`config.mk`:
```
export PLATFORM = sky130hd
export DESIGN_NAME = uart_cmd_decoder
export DESIGN_NICKNAME = d
export VERILOG_FILES = /design/src/rtl/uart_cmd_decoder.sv
export SDC_FILE = /design/constraint.sdc
export NUM_CORES = 1
export LEC_CHECK = 0
export CORE_ASPECT_RATIO = 1.75
export CORE_UTILIZATION = 52
export DETAILED_ROUTE_END_ITERATION = 10
export PLACE_DENSITY = 0.79
export SETUP_SLACK_MARGIN = 0.1
export SLEW_MARGIN = 20
export SYNTH_ARGS = -nofsm -noshare
export SYNTH_HDL_FRONTEND = slang
export SYNTH_SLANG_ARGS = --single-unit
```
`constraint.sdc`:
```
create_clock -name CLK -period 3.22 [get_ports CLK]
set_input_delay 0.483 -clock CLK [delete_from_list [all_inputs] [get_ports CLK]]
set_output_delay 0.483 -clock CLK [all_outputs]
set_load 0.01 [all_outputs]
```
`src/rtl/uart_cmd_decoder.sv`:
```
// rtl/uart_cmd_decoder.sv - GUI command frame decoder driving registered video selection controls
// Frames SYNC/CMD/CHK byte triples from the UART receiver, validates them,
// applies the command to registered selection outputs, abandons stalled
// frames after a byte-gap timeout and stretches reset requests into a pulse.

module uart_cmd_decoder #(
  parameter logic [7:0] SYNC_BYTE      = 8'hA5,
  parameter int         TIMEOUT_CYCLES = 1_000_000,
  parameter int         RST_PULSE_CYC  = 16
) (
  input  logic       CLK,
  input  logic       i_rst,
  input  logic [7:0] i_rx_byte,
  input  logic       i_rx_valid,
  output logic [1:0] o_img_select,
  output logic [1:0] o_res_select,
  output logic       o_out_select,
  output logic       o_pix_en,
  output logic       o_reset,
  output logic       o_cmd_valid,
  output logic       o_res_change,
  output logic       o_frame_err,
  output logic       o_timeout,
  output logic [7:0] o_cmd_byte
);

  localparam int TW = (TIMEOUT_CYCLES > 2) ? $clog2(TIMEOUT_CYCLES) : 1;
  localparam int RW = $clog2(RST_PULSE_CYC + 1);
  localparam logic [TW-1:0] TO_LAST  = TW'(TIMEOUT_CYCLES - 1);
  localparam logic [RW-1:0] RST_LOAD = RW'(RST_PULSE_CYC);

  typedef enum logic [1:0] {
    IDLE     = 2'd0,
    GOT_SYNC = 2'd1,
    GOT_CMD  = 2'd2
  } state_t;

  state_t        state;
  logic [7:0]    cmd_q;
  logic [TW-1:0] to_cnt;
  logic [RW-1:0] rst_cnt;
  logic [1:0]    rst_sync;
  logic          rst_int;
  logic          frame_ok;

  // A frame is good when CHK is the bitwise inverse of CMD and the reserved bit is clear.
  assign frame_ok = (i_rx_byte == ~cmd_q) && !cmd_q[7];

  // Reset asserts immediately but releases only after two clean clock edges.
  always_ff @(posedge CLK or posedge i_rst) begin
    if (i_rst) begin
      rst_sync <= 2'b11;
    end else begin
      rst_sync <= {rst_sync[0], 1'b0};
    end
  end

  assign rst_int = rst_sync[1];

  // Frame FSM, byte-gap timeout, reset pulse stretcher and all registered outputs.
  always_ff @(posedge CLK or posedge rst_int) begin
    if (rst_int) begin
      state        <= IDLE;
      cmd_q        <= '0;
      to_cnt       <= '0;
      rst_cnt      <= '0;
      o_img_select <= '0;
      o_res_select <= '0;
      o_out_select <= 1'b0;
      o_pix_en     <= 1'b0;
      o_reset      <= 1'b0;
      o_cmd_valid  <= 1'b0;
      o_res_change <= 1'b0;
      o_frame_err  <= 1'b0;
      o_timeout    <= 1'b0;
      o_cmd_byte   <= '0;
    end else begin
      o_cmd_valid  <= 1'b0;
      o_res_change <= 1'b0;
      o_frame_err  <= 1'b0;
      o_timeout    <= 1'b0;

      // Count the pulse down; it drops on the edge where the count leaves 1.
      if (rst_cnt != '0) begin
        rst_cnt <= rst_cnt - 1'b1;
        o_reset <= (rst_cnt != RW'(1));
      end

      // Gap counter only runs mid-frame; any byte clears it, so a byte beats a timeout.
      if (i_rx_valid || state == IDLE) begin
        to_cnt <= '0;
      end else if (to_cnt == TO_LAST) begin
        to_cnt    <= '0;
        state     <= IDLE;
        o_timeout <= 1'b1;
      end else if (to_cnt != '1) begin
        to_cnt <= to_cnt + 1'b1;
      end

      if (i_rx_valid) begin
        case (state)
          IDLE: begin
            if (i_rx_byte == SYNC_BYTE) begin
              state <= GOT_SYNC;
            end
          end
          GOT_SYNC: begin
            cmd_q <= i_rx_byte;
            state <= GOT_CMD;
          end
          GOT_CMD: begin
            state <= IDLE;
            if (frame_ok) begin
              o_img_select <= cmd_q[1:0];
              o_res_select <= cmd_q[3:2];
              o_out_select <= cmd_q[4];
              o_pix_en     <= cmd_q[6];
              o_cmd_byte   <= cmd_q;
              o_cmd_valid  <= 1'b1;
              o_res_change <= (cmd_q[3:2] != o_res_select);
              if (cmd_q[5]) begin
                rst_cnt <= RST_LOAD;
                o_reset <= 1'b1;
              end
            end else begin
              o_frame_err <= 1'b1;
            end
          end
          default: begin
            state <= IDLE;
          end
        endcase
      end
    end
  end

endmodule

```
[Word level (Yosys, flattened, before mapping)]
Cells that the tools add are included.
Storage, ports and cells
  output and inout bits: 19
  bits of input ports: 11
  register bits: 56
Operators by class
  add/sub/neg operators: 2
  muxes and demuxes: 29
  bitwise logic cells: 1
  equality and inequality tests: 8
  reductions and logical operators: 8
Operators with widths (count)
  $mux 20: 3
  $mux 5: 5
  $add 20x1->20 const B: 1
  $eq 20x20->1 const B: 1
  $ne 20x20->1 const B: 1
  $mux 1: 16
  $eq 8x8->1: 1
  $eq 8x8->1 const B: 1
  $mux 2: 4
  $not 8->8: 1
  $ne 5x1->1 const B: 1
  $reduce_bool 5->1: 1
  $sub 5x1->5 const B: 1
  $pmux 2 s2: 1
  $reduce_and 3->1: 1
  $reduce_bool 3->1: 1
  $eq 2x1->1 const B: 1
  $eq 2x2->1 const B: 1
  $logic_not 2->1: 1
  $ne 2x2->1: 1
  $reduce_and 2->1: 1
  $logic_and 1x1->1: 1
  $logic_not 1->1: 1
  $logic_or 1x1->1: 1

[Longest topological paths before layout]
Gate-level depths: netlist of the first run.
  depth in word-level cells: 6
  mapped depth: 8

[Worst setup path before layout of the first run]
No wires, ideal clock.
  path kind: input-to-reg
  start: in i_rx_byte[1]
  end: reg o_cmd_byte[1]
  path buffers: 2
  setup time: 0.125 ns
  path slack: 1.359 ns
  stages: 6
  arrival: 1.737 ns
  cells stage by stage: xnor2_1 nor4_1 and4b_1 buf_2 buf_4 mux2_2
On the way
  cells in the longest elaborated chain, start to end: 3
Ends and longest elaborated chain
  start, declared: line 13  | input logic [7:0] i_rx_byte,
  $eq 8x8->1: line 47  | assign frame_ok = (i_rx_byte == ~cmd_q) && !cmd_q[7];
  $logic_and 1x1->1: line 47
  $reduce_and 3->1 (no source line)
  end signal, assigned: line 118  | o_cmd_byte <= cmd_q;
  end, declared: line 24  | output logic [7:0] o_cmd_byte
No other way between the ends.
A chain may end at the register's enable or synchronous reset.

[Final worst setup path of the first run]
  start: in i_rx_byte[1]
  end: reg o_img_select[0]
On the way
  cells in the longest elaborated chain, start to end: 3
Ends and longest elaborated chain
  $eq 8x8->1: line 47
  $logic_and 1x1->1: line 47
  $reduce_and 3->1 (no source line)
  end signal, assigned: line 114  | o_img_select <= cmd_q[1:0];
  end, declared: line 15  | output logic [1:0] o_img_select,
No other way between the ends.

==> flow_summary.yaml, run 1 <==
status:
  status: "completed"
routing:
  first_pass_iters: 4
  dr_total_vias: 1994
  drt-initial-drc-count: 63
  drcViolationCount: 0
  wl_um: 5330
  routed_via_density: 6.14
  ant_nets: 0
  wire_per_inst_um: 16.4
worst_setup_path:
  critPathLaunchType: "input pin"
  path_class: "in -> reg"
  crit_arrival_ps: 2480
  crit_required_ps: 3410
  path_max_fanout: 14
  setup.worst_path.end_class: "register"
sta:
  finalSetupViolCount: 0
  slew_headroom_pct: 41.0
  setup_ws_ps: 930
  clock.fmax_mhz: 437
  rsz0062_at_grt: "no"
  report.final.hold_viol_count: 0
  tightest_slew_ps: 872
  fin_tns_setup_ps: 0
  timing.final.crit_share_pct: 71.1
  skew_ps: 8.31
  slew_viol_final: 0
  period_needed_ps: 2290
die:
  core_area_mm2: 0.00479
  die_area_mm2: 0.00536
  die_h_um: 96.1
  initial_core_util_pct: 54.9
  rows: 33
  io_pins: 30
  die_w_um: 55.8
global_routing:
  grt_overflow_total: 0
  use_met2_pct: 42.0
  grt_max_degree: 49
  gr-usage-met3_pct: 2.82
  grt_pass1_wl_um: 9180
  antenna_found_initial: 0
  grtUsageTotal_pct: 21.7
  grtUsageMet1_pct: 22.8
  grt_pass1_vias: 2115
  grt_busiest_layer: "met2"
job:
  maxCapViolations: 0
placement:
  post-dp-hpwl_um: 3810
  place.gp.congestion: 0.791
  portBuffers: 29
  place_inst: 317
  place_ws_ps: 611
power_and_ir_drop:
  p_leak_nw: 1.22
  total_power_mw: 1.33
  p_per_area_mw_per_mm2: 448
  peakVddDrop_mv: 0.366
clock_network:
  clock_latency_ps: 300
  clk_pin_slew_ps: 90
  htree_levels: 2
  cts_hold_buf: 0
  cts-resized-gates: 0
  cts.sinks: 50
  cts.path.max_buffers: 2
  post_cts_buffers: 0
  tritoncts: "yes"
  cts_inserted_buffers: 5
  cts_root_buf: "clkbuf_8"
yosys:
  yosysSeqAreaShare_pct: 47.7
  netlist_instances: 253
  synth-seq-cells: 50
  syn_nets: 268
  yosys_most_used_dff: "dfrtp_1"
  synth-async-reset-ratio_pct: 100
  synth_cell_types: 47
  yosysWarnings: 0
  synth_area_mm2: 0.00263
  synth-edff-count: 0
  postSynthAreaPerCell_um2: 10.4
cells_and_area:
  fill_cells: 406
  nets: 287
  insertedDiodeCount: 0
  final_layout_size_suffix_gt1_share_pct: 12.1
  multiInputGateArea_mm2: 0.00123
  stdcell_count: 325
  area_growth_pct: 12.7
  seq_area_mm2: 0.00125
min_path:
  hold_class: "reg -> reg"
[cells in the final DEF, fill, tap and decap left out, types with 6 or more instances in the layout]
cell type | netlist | layout
dfrtp_1 | 48 | 48
clkdlybuf4s50_1 | 0 | 29
a21oi_1 | 21 | 21
mux2_2 | 15 | 15
nor2_1 | 13 | 13
nand4_1 | 12 | 12
xnor2_1 | 12 | 12
nand2_1 | 11 | 11
nor3_1 | 9 | 9
nand3_1 | 7 | 7
o21ai_0 | 7 | 7
inv_1 | 7 | 6
o31ai_1 | 6 | 6
[registers in the layout, summed over array words and instances (netlist names), named ones only]
register and flops:
o_timeout 1, rst_sync 2, o_frame_err 1, o_res_select 1, state 1, o_reset 1
to_cnt 20, rst_cnt 5, o_cmd_valid 1, o_img_select 1, cmd_q 8, o_res_change 1
o_cmd_byte 6
[path summary, 6_finish.rpt]
path,from,endpoint,slack (ps),cells after the start
max in group asynchronous,rst_sync[1],to_cnt[7],2340,1
setup reg to reg,to_cnt[7],to_cnt[16],1000,4
setup / recovery,i_rx_byte[1],o_img_select[0],930,5
min in group asynchronous,rst_sync[1],rst_cnt[2],380,1
hold reg to reg,rst_sync[0],rst_sync[1],360,0
hold / removal,rst_sync[0],rst_sync[1],360,0
[where the power goes]
part           internal [mW]  switching, mW  total [mW]  leakage [nW]
Clock                  0.153          0.211       0.364        0.0441
Sequential             0.679         0.0491       0.728         0.672
Combinational          0.122          0.114       0.236         0.501
Total                  0.954          0.375        1.33          1.22
[cells in the mapped netlist, types with 4 or more instances]
library cell,count,area (µm²)
nand3_1,7,35.0
a211oi_1,5,37.5
a21oi_1,21,105
ha_1,4,50.1
dfrtp_1,48,1200
o31ai_1,6,45.0
nor3_1,9,45.0
xnor2_1,12,105
and3_1,5,31.3
buf_2,4,20.0
buf_4,8,60.1
nor2_1,13,48.8
nand2_1,11,41.3
nand4_1,12,75.1
or3_1,4,25.0
o211ai_1,5,37.5
mux2_2,15,169
o21ai_0,7,35.0
inv_1,7,26.3
[logic make-up (layout without fill, tap and decap cells)]
group	after synthesis	count (layout)	share of synthesized area (%)
adders and majority gates	4	4	1.90
AOI/OAI and AO/OA	55	55	13.7
xor gates and xnor gates	12	12	4.00
and+or+nand+nor	88	88	19.5
DFF	50	50	47.7
other	1	1	0.143
buffers and inverters	25	45	5.52
muxes	18	18	7.56
[worst max-delay path, cell delays in order]
cell and delay [ps]:
clkdlybuf4s50_1 520, xnor2_1 110, nor4_1 350, and4b_1 620, mux2_2 390
[through the flow]
stage	util, %	hold WS [ps]	cell area (µm²)
6_report	61.9	355	2970
5_1_grt	61.9	366	2970
3_3_place_gp	60.0	347	2870
2_1_floorplan	-	345	2630
3_5_place_dp	60.0	351	2870
4_1_cts	61.9	358	2960
[area by class of cell]
type,count,area share (%)
inverters,7,0.928
multi-input cells,178,41.5
clock inverters,3,0.717
repair buffers,30,10.0
flip-flops and latches,50,42.3
well taps,52,2.19
clock buffers,5,2.32
[layer usage]
metal | share of wire [%] | vias to the layer above
li1 | - | 957
met1 | 40 | 970
met2 | 54 | 54
met3 | 2.9 | 13
met4 | 2.7 | 0
met5 | 0 | -
(Power assumes the default switching activity.)
==> run 2: changes to the inputs <==
CORE_UTILIZATION = 50   (was 52)
clock period = 2.1 ns   (was 3.22 ns; I/O delays follow)
==> run 2 against run 1 <==
The flow now finishes with violations (DRC). Via count rose by 2.8%. Critical endpoint is now to_cnt[14]. Combinational power is 60% higher. Clock power rose by 86%. Sequential share of layout area down 2.5 points. Sequential power is 54% higher. Clock skew fell by 4.2 ps. First-iteration DRC count grew 46%.
==> flow_summary.yaml, run 2 (synthesis results as in run 1) <==
status:
  status: "finished with violations"
  violations: "DRC"
sta:
  tightest_slew_ps: 559
  timing.final.crit_share_pct: 92.1
  period_needed_ps: 1930
  slew_headroom_pct: 62.7
  slew_viol_final: 0
  report.final.hold_viol_count: 0
  fin_tns_setup_ps: 0
  setup_ws_ps: 167
  whs_ps: 120
  rsz0062_at_grt: "no"
  clock.fmax_mhz: 517
  skew_ps: 4.10
  finalSetupViolCount: 0
routing:
  wire_per_inst_um: 16.3
  first_pass_iters: 7
  dr_total_vias: 2050
  routed_via_density: 5.89
  ant_nets: 0
  drcViolationCount: 12
  drt-initial-drc-count: 92
  wl_um: 5680
placement:
  place_ws_ps: -81.3
  place.gp.congestion: 0.858
  post-dp-hpwl_um: 4230
  portBuffers: 29
worst_setup_path:
  path_max_fanout: 6
  rr_worst_depth: 5
  path_class: "reg -> reg"
  critPathLaunchType: "register"
  r2r_start: "to_cnt[6]"
  crit_arrival_ps: 2120
  startpoint: "to_cnt[6]"
  crit_required_ps: 2290
  setup.worst_path.end_class: "register"
clock_network:
  tritoncts: "yes"
  clk_pin_slew_ps: 90
  cts.path.max_buffers: 2
  htree_levels: 2
  clock_latency_ps: 300
  cts_root_buf: "clkbuf_8"
  cts_inserted_buffers: 5
  cts.sinks: 50
  cts_hold_buf: 0
global_routing:
  grt_pass1_wl_um: 9470
  use_met2_pct: 40.4
  grt_max_degree: 45
  grtUsageTotal_pct: 21.9
  gr-usage-met3_pct: 3.31
  grt_busiest_layer: "met2"
  antenna_found_initial: 0
  grt_overflow_total: 0
  grtUsageMet1_pct: 24.0
  grt_pass1_vias: 2100
die:
  die_w_um: 56.8
  initial_core_util_pct: 52.4
  core_area_mm2: 0.00502
  die_area_mm2: 0.00557
  die_h_um: 97.9
  io_pins: 30
  rows: 34
cells_and_area:
  largest_reg_flops: 20
  regMostFlops: "to_cnt"
  final_layout_size_suffix_gt1_share_pct: 18.4
  final_cell_mix: "dfrtp_1, clkdlybuf4s50_1, buf_4"
  reg.largest.list: "to_cnt: 20 flops, cmd_q: 8 flops, o_cmd_byte: 6 flops"
  insertedDiodeCount: 0
  area_growth_pct: 19.8
  layout_commonest_cell: "dfrtp_1"
  nets: 308
  fill_cells: 411
job:
  maxCapViolations: 0
min_path:
  hold_class: "reg -> async"
power_and_ir_drop:
  p_per_area_mw_per_mm2: 689
  p_leak_nw: 1.33
  peakVddDrop_mv: 0.419
[run 2: changes by cell type in the layout (fill, tap and decap cells not counted), sizes merged]
cell	change
clkbuf	+1
bufinv	+1
buf	+21
inv	+1
clkinv	-3
[run 2: worst max-delay path: stages, from the launching register on]
cell	delay, ps
dfrtp_1	410
or4_1	510
or3_1	390
o21ai_4	260
buf_4	190
nor3_1	60
[run 2: area by class of cell]
| class | count | area [µm²] | area share, % |
|---|---|---|---|
| timing repair buffer | 51 | 455 | 14.5 |
| sequential | 50 | 1250 | 39.8 |
| clock inverter | 2 | 37.5 | 1.19 |
| clock buffer | 6 | 72.6 | 2.30 |
| inverter | 7 | 26.3 | 0.834 |
| multi-input combinational | 178 | 1240 | 39.3 |
| tap | 54 | 67.6 | 2.14 |
[run 2: power by group]
group	leakage [nW]	internal [mW]	total, mW	switching, mW
clock	0.0514	0.356	0.677	0.322
combinational	0.606	0.199	0.378	0.179
sequential	0.672	1.04	1.12	0.0737
total	1.33	1.60	2.17	0.575
[run 2: what timing repair did]
item	CTS	global route
gates resized for setup	0	1
endpoints found under the setup margin	0	1
setup buffers	0	0
[run 2: worst paths after layout]
check                           slack, ps           to
worst min register to register        120   rst_cnt[4]
worst min-delay path                  120   rst_cnt[4]
worst max-delay path                  170   to_cnt[14]
min in group CLK                      360  rst_sync[1]
max in group asynchronous            1230    to_cnt[8]
worst max register to register        170   to_cnt[14]
[run 2: layer usage]
| metal | share of wire, % | wire, µm |
|---|---|---|
| met1 | 40 | 2270 |
| met2 | 53 | 3030 |
| met3 | 3.3 | 190 |
| met4 | 3.4 | 191 |
| met5 | 0 | 0 |
[run 2: per-stage QoR]
| step | total power [mW] | cells | util (%) | cell area [µm²] |
|---|---|---|---|---|
| after floorplan | 1.39 | 253 | - | 2630 |
| after global placement | 1.50 | 340 | 60.4 | 3030 |
| after detailed placement | 1.52 | 340 | 60.4 | 3030 |
| after CTS | 2.19 | 348 | 62.6 | 3140 |
| after global routing | 2.29 | 348 | 62.8 | 3150 |
| final | 2.17 | 348 | 62.8 | 3150 |
==> run 3: changes to the inputs <==
ABC_AREA = 1   (was not set)
CORE_UTILIZATION = 51   (was 50)
HOLD_SLACK_MARGIN = 0.1   (was not set)
PLACE_DENSITY = 0.8   (was 0.79)
==> run 3 against run 2 <==
The flow now finishes without violations. Critical path depth is 3 higher. Combinational power is 11% lower. Synthesized area is 7.0% higher. Critical endpoint is now to_cnt[10]. Worst hold slack better by 200 ps. Worst setup slack better by 120 ps. Non-clock buffer count is 19 lower. Critical path type unchanged. Highest routed layer unchanged. Sequential power is 4% lower. First-iteration DRC count is 11% higher. Sequential cell count stayed put.
==> flow_summary.yaml, run 3 <==
cells_and_area:
  fin_util_pct: 61.3
  insertedDiodeCount: 0
  final_cell_mix: "nand2_1, dfrtp_1, inv_1"
  largest_reg_flops: 20
  reg.largest.list: "to_cnt: 20 flops, cmd_q: 8 flops, o_cmd_byte: 6 flops"
  final_layout_size_suffix_gt1_share_pct: 14.6
  area_growth_pct: 15.5
  layout_commonest_cell: "nand2_1"
  nets: 397
  regMostFlops: "to_cnt"
sta:
  report.final.hold_viol_count: 0
  timing.final.crit_share_pct: 86.3
  period_needed_ps: 1810
  slew_viol_final: 0
  rsz0062_at_grt: "no"
  tightest_slew_ps: 591
  clock.fmax_mhz: 551
  slew_headroom_pct: 60.6
  finalSetupViolCount: 0
  fin_tns_setup_ps: 0
  skew_ps: 9.85
die:
  core_area_mm2: 0.00530
  io_pins: 30
  die_area_mm2: 0.00583
  die_h_um: 100
  die_w_um: 58.2
  rows: 35
  initial_core_util_pct: 53.1
yosys:
  synth-edff-count: 0
  synth_most_common_cell: "nand2_1"
  postSynthAreaPerCell_um2: 7.99
  syn_nets: 367
  yosysSeqAreaShare_pct: 44.6
  synth-async-reset-ratio_pct: 100
  netlist_instances: 352
  yosys_most_used_dff: "dfrtp_1"
  synth_top_area_share_pct: 42.7
  yosysWarnings: 0
  synth_top_cell_by_area: "dfrtp_1"
  synth_common_cells: "nand2_1, dfrtp_1, inv_1"
  synth_cell_types: 40
  synth-seq-cells: 50
  synth_area_mm2: 0.00281
  synth.area.top_cells: "dfrtp_1, nand2_1, inv_1"
clock_network:
  clk_pin_slew_ps: 100
  cts_inserted_buffers: 5
  cts_root_buf: "clkbuf_8"
  htree_levels: 2
  cts.sinks: 50
  post_cts_buffers: 0
  cts-resized-gates: 0
  tritoncts: "yes"
  cts.path.max_buffers: 2
  cts_hold_buf: 0
  clock_latency_ps: 310
status:
  status: "completed"
power_and_ir_drop:
  swShare_pct: 27.7
  p_leak_nw: 1.49
  p_int_mw: 1.45
  peakVddDrop_mv: 0.570
  p_per_area_mw_per_mm2: 617
  p_switching_mw: 0.554
  clockPowerShare_pct: 29.6
  p_seq_share_pct: 53.6
  combPwrFrac_pct: 16.8
routing:
  dr_total_vias: 2342
  wl_met3_um: 159
  routed_via_density: 5.12
  wl_met1_um: 2330
  wl_met2_um: 3280
  top_layer: "met4"
  drt-initial-drc-count: 102
  wl_um: 5970
  drcViolationCount: 0
  ant_nets: 0
  first_pass_iters: 4
  wire_per_inst_um: 13.1
job:
  maxCapViolations: 0
global_routing:
  grt_pass1_vias: 2318
  grtUsageTotal_pct: 22.7
  grt_max_degree: 29
  grt_overflow_total: 0
  antenna_found_initial: 0
  grt_pass1_wl_um: 10200
worst_setup_path:
  setup.worst_path.end_class: "register"
  crit_buf_inv: 1
  path_max_fanout: 10
  crit_required_ps: 2300
  critPathLaunchType: "register"
  cp_cell_sequence: "ha_1, nand3_1, nor2_2, nand3_4, nand2_4, nor2_4, inv_6, nand2_2"
  cpPeakStageDelay_ps: 440
  crit_family: "simple AND/OR/NAND/NOR gates"
  path_class: "reg -> reg"
  crit_arrival_ps: 2010
  slowest_stage: "dfrtp_1"
placement:
  place.gp.congestion: 0.943
  portBuffers: 29
  post-dp-hpwl_um: 4570
min_path:
  hold_class: "reg -> async"
-- run 3: changes by cell type in the layout (fill, tap and decap cells not counted), moves of 6 or more --
cell     change
nor2_1      +30
xnor2_1      -8
nand3_1     +22
inv_1       +38
a21oi_1     -19
buf_4       -19
mux2_2      -15
nor2_4       +6
nor3_1       -7
nand2_1     +71
nand2_2     +14
-- run 3: cells by family after synthesis --
| logic type | synth area share, % |
|---|---|
| fa+ha+maj | 1.78 |
| buf+inv | 8.76 |
| flops | 44.6 |
| other cells | 0.133 |
| simple gates | 35.2 |
| xor+xnor | 2.49 |
| compound gates | 7.11 |
-- run 3: final cells by class --
cell class	count	area, µm²
Fill cell	475	2050
Multi-Input combinational cell	246	1310
Sequential cell	50	1250
Timing Repair Buffer	32	313
Inverter	47	181
Tap cell	74	92.6
Clock buffer	6	82.6
Clock inverter	2	12.5
-- run 3: metrics by stage --
stage	instances	setup WS [ps]	total power, mW	hold slack, ps	area (µm²)
finish	457	287	2.00	324	3250
global route	457	121	2.11	344	3250
CTS	457	288	2.02	336	3250
detailed placement	449	152	1.44	338	3150
global placement	449	203	1.42	326	3150
floorplan	352	612	1.34	227	2810
-- run 3: final timing paths --
| check | from | to | slack (ps) | depth (start not counted) |
|---|---|---|---|---|
| hold reg to reg | rst_sync[1] | to_cnt[15] | 320 | 1 |
| min in group CLK | rst_sync[0] | rst_sync[1] | 360 | 0 |
| setup / recovery | to_cnt[0] | to_cnt[10] | 290 | 8 |
| hold / removal | rst_sync[1] | to_cnt[15] | 320 | 1 |
| max in group asynchronous | rst_sync[1] | rst_cnt[0] | 1180 | 2 |
| setup reg to reg | to_cnt[0] | to_cnt[10] | 290 | 8 |
-- run 3: power groups by stage --
stage	registers, mW	clock network (mW)	logic (mW)
after floorplan	1.08	0	0.252
after global placement	1.09	0	0.330
after detailed placement	1.09	0	0.346
after CTS	1.07	0.606	0.345
after global routing	1.08	0.640	0.395
final	1.07	0.593	0.337
-- run 3: per-layer routing --
layer / vias to the layer above / global-route usage [%]
li1: 1167 / -
met2: 57 / 42.2
met4: 0 / 11.0
met5: - / 0
met1: 1102 / 24.4
met3: 16 / 3.09
-- run 3: worst reg2reg max path, stage by stage (launching register included) --
cell	delay (ps)
dfrtp_1	440
ha_1	320
nand3_1	130
nor2_2	220
nand3_4	160
nand2_4	190
nor2_4	70
inv_6	120
nand2_2	60
==> patch 1, RTL diff (flow settings as in run 3) <==
Make the reset (`i_rst` and `rst_int`) synchronous in 2 clocked blocks.
--- a/src/rtl/uart_cmd_decoder.sv
+++ b/src/rtl/uart_cmd_decoder.sv
@@ -48,5 +48,5 @@
 
   // Reset asserts immediately but releases only after two clean clock edges.
-  always_ff @(posedge CLK or posedge i_rst) begin
+  always_ff @(posedge CLK) begin
     if (i_rst) begin
       rst_sync <= 2'b11;
@@ -59,5 +59,5 @@
 
   // Frame FSM, byte-gap timeout, reset pulse stretcher and all registered outputs.
-  always_ff @(posedge CLK or posedge rst_int) begin
+  always_ff @(posedge CLK) begin
     if (rst_int) begin
       state        <= IDLE;
Check against the original RTL: differs if i_rst is asserted again (counterexample within 10 cycles, from zero or initial values and one cycle with i_rst high); with i_rst held inactive, the same outputs for 10 cycles.
==> patch 1 against run 3 <==
- the run now ends with DRC left
- design area shrank 2.6%
- global-route usage fell by 0.75 points
- area after synthesis fell by 0.89%
- sequential cell count unchanged
- setup slack lost 0.0044 ns
- core utilization is 1.1 points lower
- synthesized cell count rose by 13%
- combinational power increased by 42%
- wire length increased by 0.67%
- total power is 4.8% higher
- largest power group unchanged
- highest routed layer unchanged
==> patch 1: results (changes against run 3) <==
status=finished with violations; failing checks=DRC; ys async rst share=0% (-100 points); slowest stage cell, crit path=dfxtp_1; wire per inst=12.5 µm (-4.4%); Mean Syn Cell Area=7.01 µm² (-12%); final hold slack=0.407 ns (+0.0835 ns); Worst Tran Pin Value=0.619 ns (+0.0281 ns); Switch Pwr=0.000652 W (+18%); Non-clock buffering overhead=9.88% (+0.25 points); Final nets=440 (+11%); Clock-cell share=2.85% (-0.081 points); Synthesized Nets=413 (+13%); dpl cell area=3080 µm² (-2.5%); crit-path max FO=9 (-1); Worst Hold Class=reg -> reg; Worst R2R End=to_cnt[2]$_SDFFE_PP0P_; total track usage=22.0% (-0.75 points); via count=2542 (+8.5%); sequential cells=50 (unchanged); Final Worst Setup Slack=0.282 ns (-0.00438 ns); placed cell count=473 (+5.3%); Fin Clk Skew=0.0116 ns (+0.00173 ns); Post-Synth Adder-Cell Area=1.79% (+0.016 points); met1 usage=21.9% (-2.4 points); DRC viols=3 (+3); Seq/Total Area, Yosys=35.9% (-8.7 points); worst slack, placed=0.189 ns (+0.0372 ns)
patch 1: routing by layer:
layer,share of wire [%],wire length [µm],vias to the layer above
li1,-,-,1312
met1,38,2260,1164
met2,57,3420,52
met3,2.5,150,14
met4,2.9,172,0
met5,0,0,-
patch 1: power groups by stage:
stage,sequential [W],clock [W],combinational (W)
global placement,0.00107,0,0.000458
global route,0.00105,0.000623,0.000534
floorplan,0.00106,0,0.000356
finish,0.00105,0.000575,0.000478
CTS,0.00105,0.000591,0.000472
detailed placement,0.00107,0,0.000466
patch 1: critical path: cells and delay by family (launching register included):
family	cells	cell delay (ns)
buffers and inverters	2	0.29
AO/OA/AOI/OAI	1	0.04
AND/OR/NAND/NOR	5	0.74
flip-flops	1	0.41
adder cells (fa/ha/maj)	1	0.23
==> patch 2, RTL diff (flow settings as in run 3) <==
Without the edit above. Set the parameter `TIMEOUT_CYCLES` to 4_000_000 (it was 1_000_000).
--- a/src/rtl/uart_cmd_decoder.sv
+++ b/src/rtl/uart_cmd_decoder.sv
@@ -6,5 +6,5 @@
 module uart_cmd_decoder #(
   parameter logic [7:0] SYNC_BYTE      = 8'hA5,
-  parameter int         TIMEOUT_CYCLES = 1_000_000,
+  parameter int         TIMEOUT_CYCLES = 4_000_000,
   parameter int         RST_PULSE_CYC  = 16
 ) (
Function: no difference found for any inputs over 10 cycles, from zero or initial values and one cycle with i_rst high; that may be too few to reach the edited logic, so the function may still have changed.
==> patch 2 against run 3 <==
- sequential cell count is 2 higher
- total power rose by 9.0%
- clock power rose by 24%
- sequential share of layout area decreased by 0.40 points
- wire length up 18%
- setup slack worse by 0.023 ns
- design area increased by 5.1%
- area after synthesis grew 4.8%
==> patch 2: results (changes against run 3) <==
minimum clock period=1.84 ns (+0.0234 ns); Netlist cell types=35 (-13%); fill count=518 (+9.1%); Mean Syn Cell Area=7.78 µm² (-2.7%); largest net degree at the start of global routing=27 (-6.9%); top cells by instance count after synthesis=nand2_1, dfrtp_1, nor2_1, inv_1, nand3_1; Synthesized Nets=394 (+7.4%); WP data arrival=2.05 ns (+0.04 ns); final core occ=61.1% (-0.19 points); Clock-cell share=3.55% (+0.63 points); Max IR drop VDD=0.459 mV (-19%); final std cells w/o fill=486 (+6.3%); status=finished, final reports clean; worst slack, placed=0.146 ns (-0.00541 ns); Leak=1.58 nW (+5.8%); Seq/Total Area, Yosys=44.2% (-0.34 points); drt initial violations=81 (-21%); first-pass GRT wire length=11700 µm (+15%); Slew Limit Headroom=59.8% (-0.79 points); placed cell count=478 (+6.5%); Non-CTS buffers=31 (-3.1%); crit-path max FO=6 (-4); vias per inst=5.25 (+2.4%); Non-clk invs=52 (+11%); Seq/total area=38.2% (-0.40 points)
==> patch 2: cell families (layout without fill, tap and decap cells) <==
kind of cell	after synthesis	count (layout)	share of synthesized area [%]
simple gates	219	219	35.2
fa+ha+maj	4	4	1.70
buf+inv	60	91	8.53
xor+xnor	7	7	2.08
other cells	1	1	0.127
flops	52	52	44.2
compound gates	36	36	8.15
==> patch 2: metal layers <==
metal	global-route usage [%]	vias to the layer above	share of wire, %
li1	-	1250	-
met1	25.6	1191	35
met2	48.1	82	56
met3	3.76	28	3.9
met4	19.8	0	5.5
met5	0	-	0
==> patch 2: worst max-delay path, delay by kind of cell (launching register included) <==
family	cells	cell delay [ns]
fa+ha+maj	1	0.30
flops	1	0.45
simple gates	6	0.75
buf+inv	3	0.23
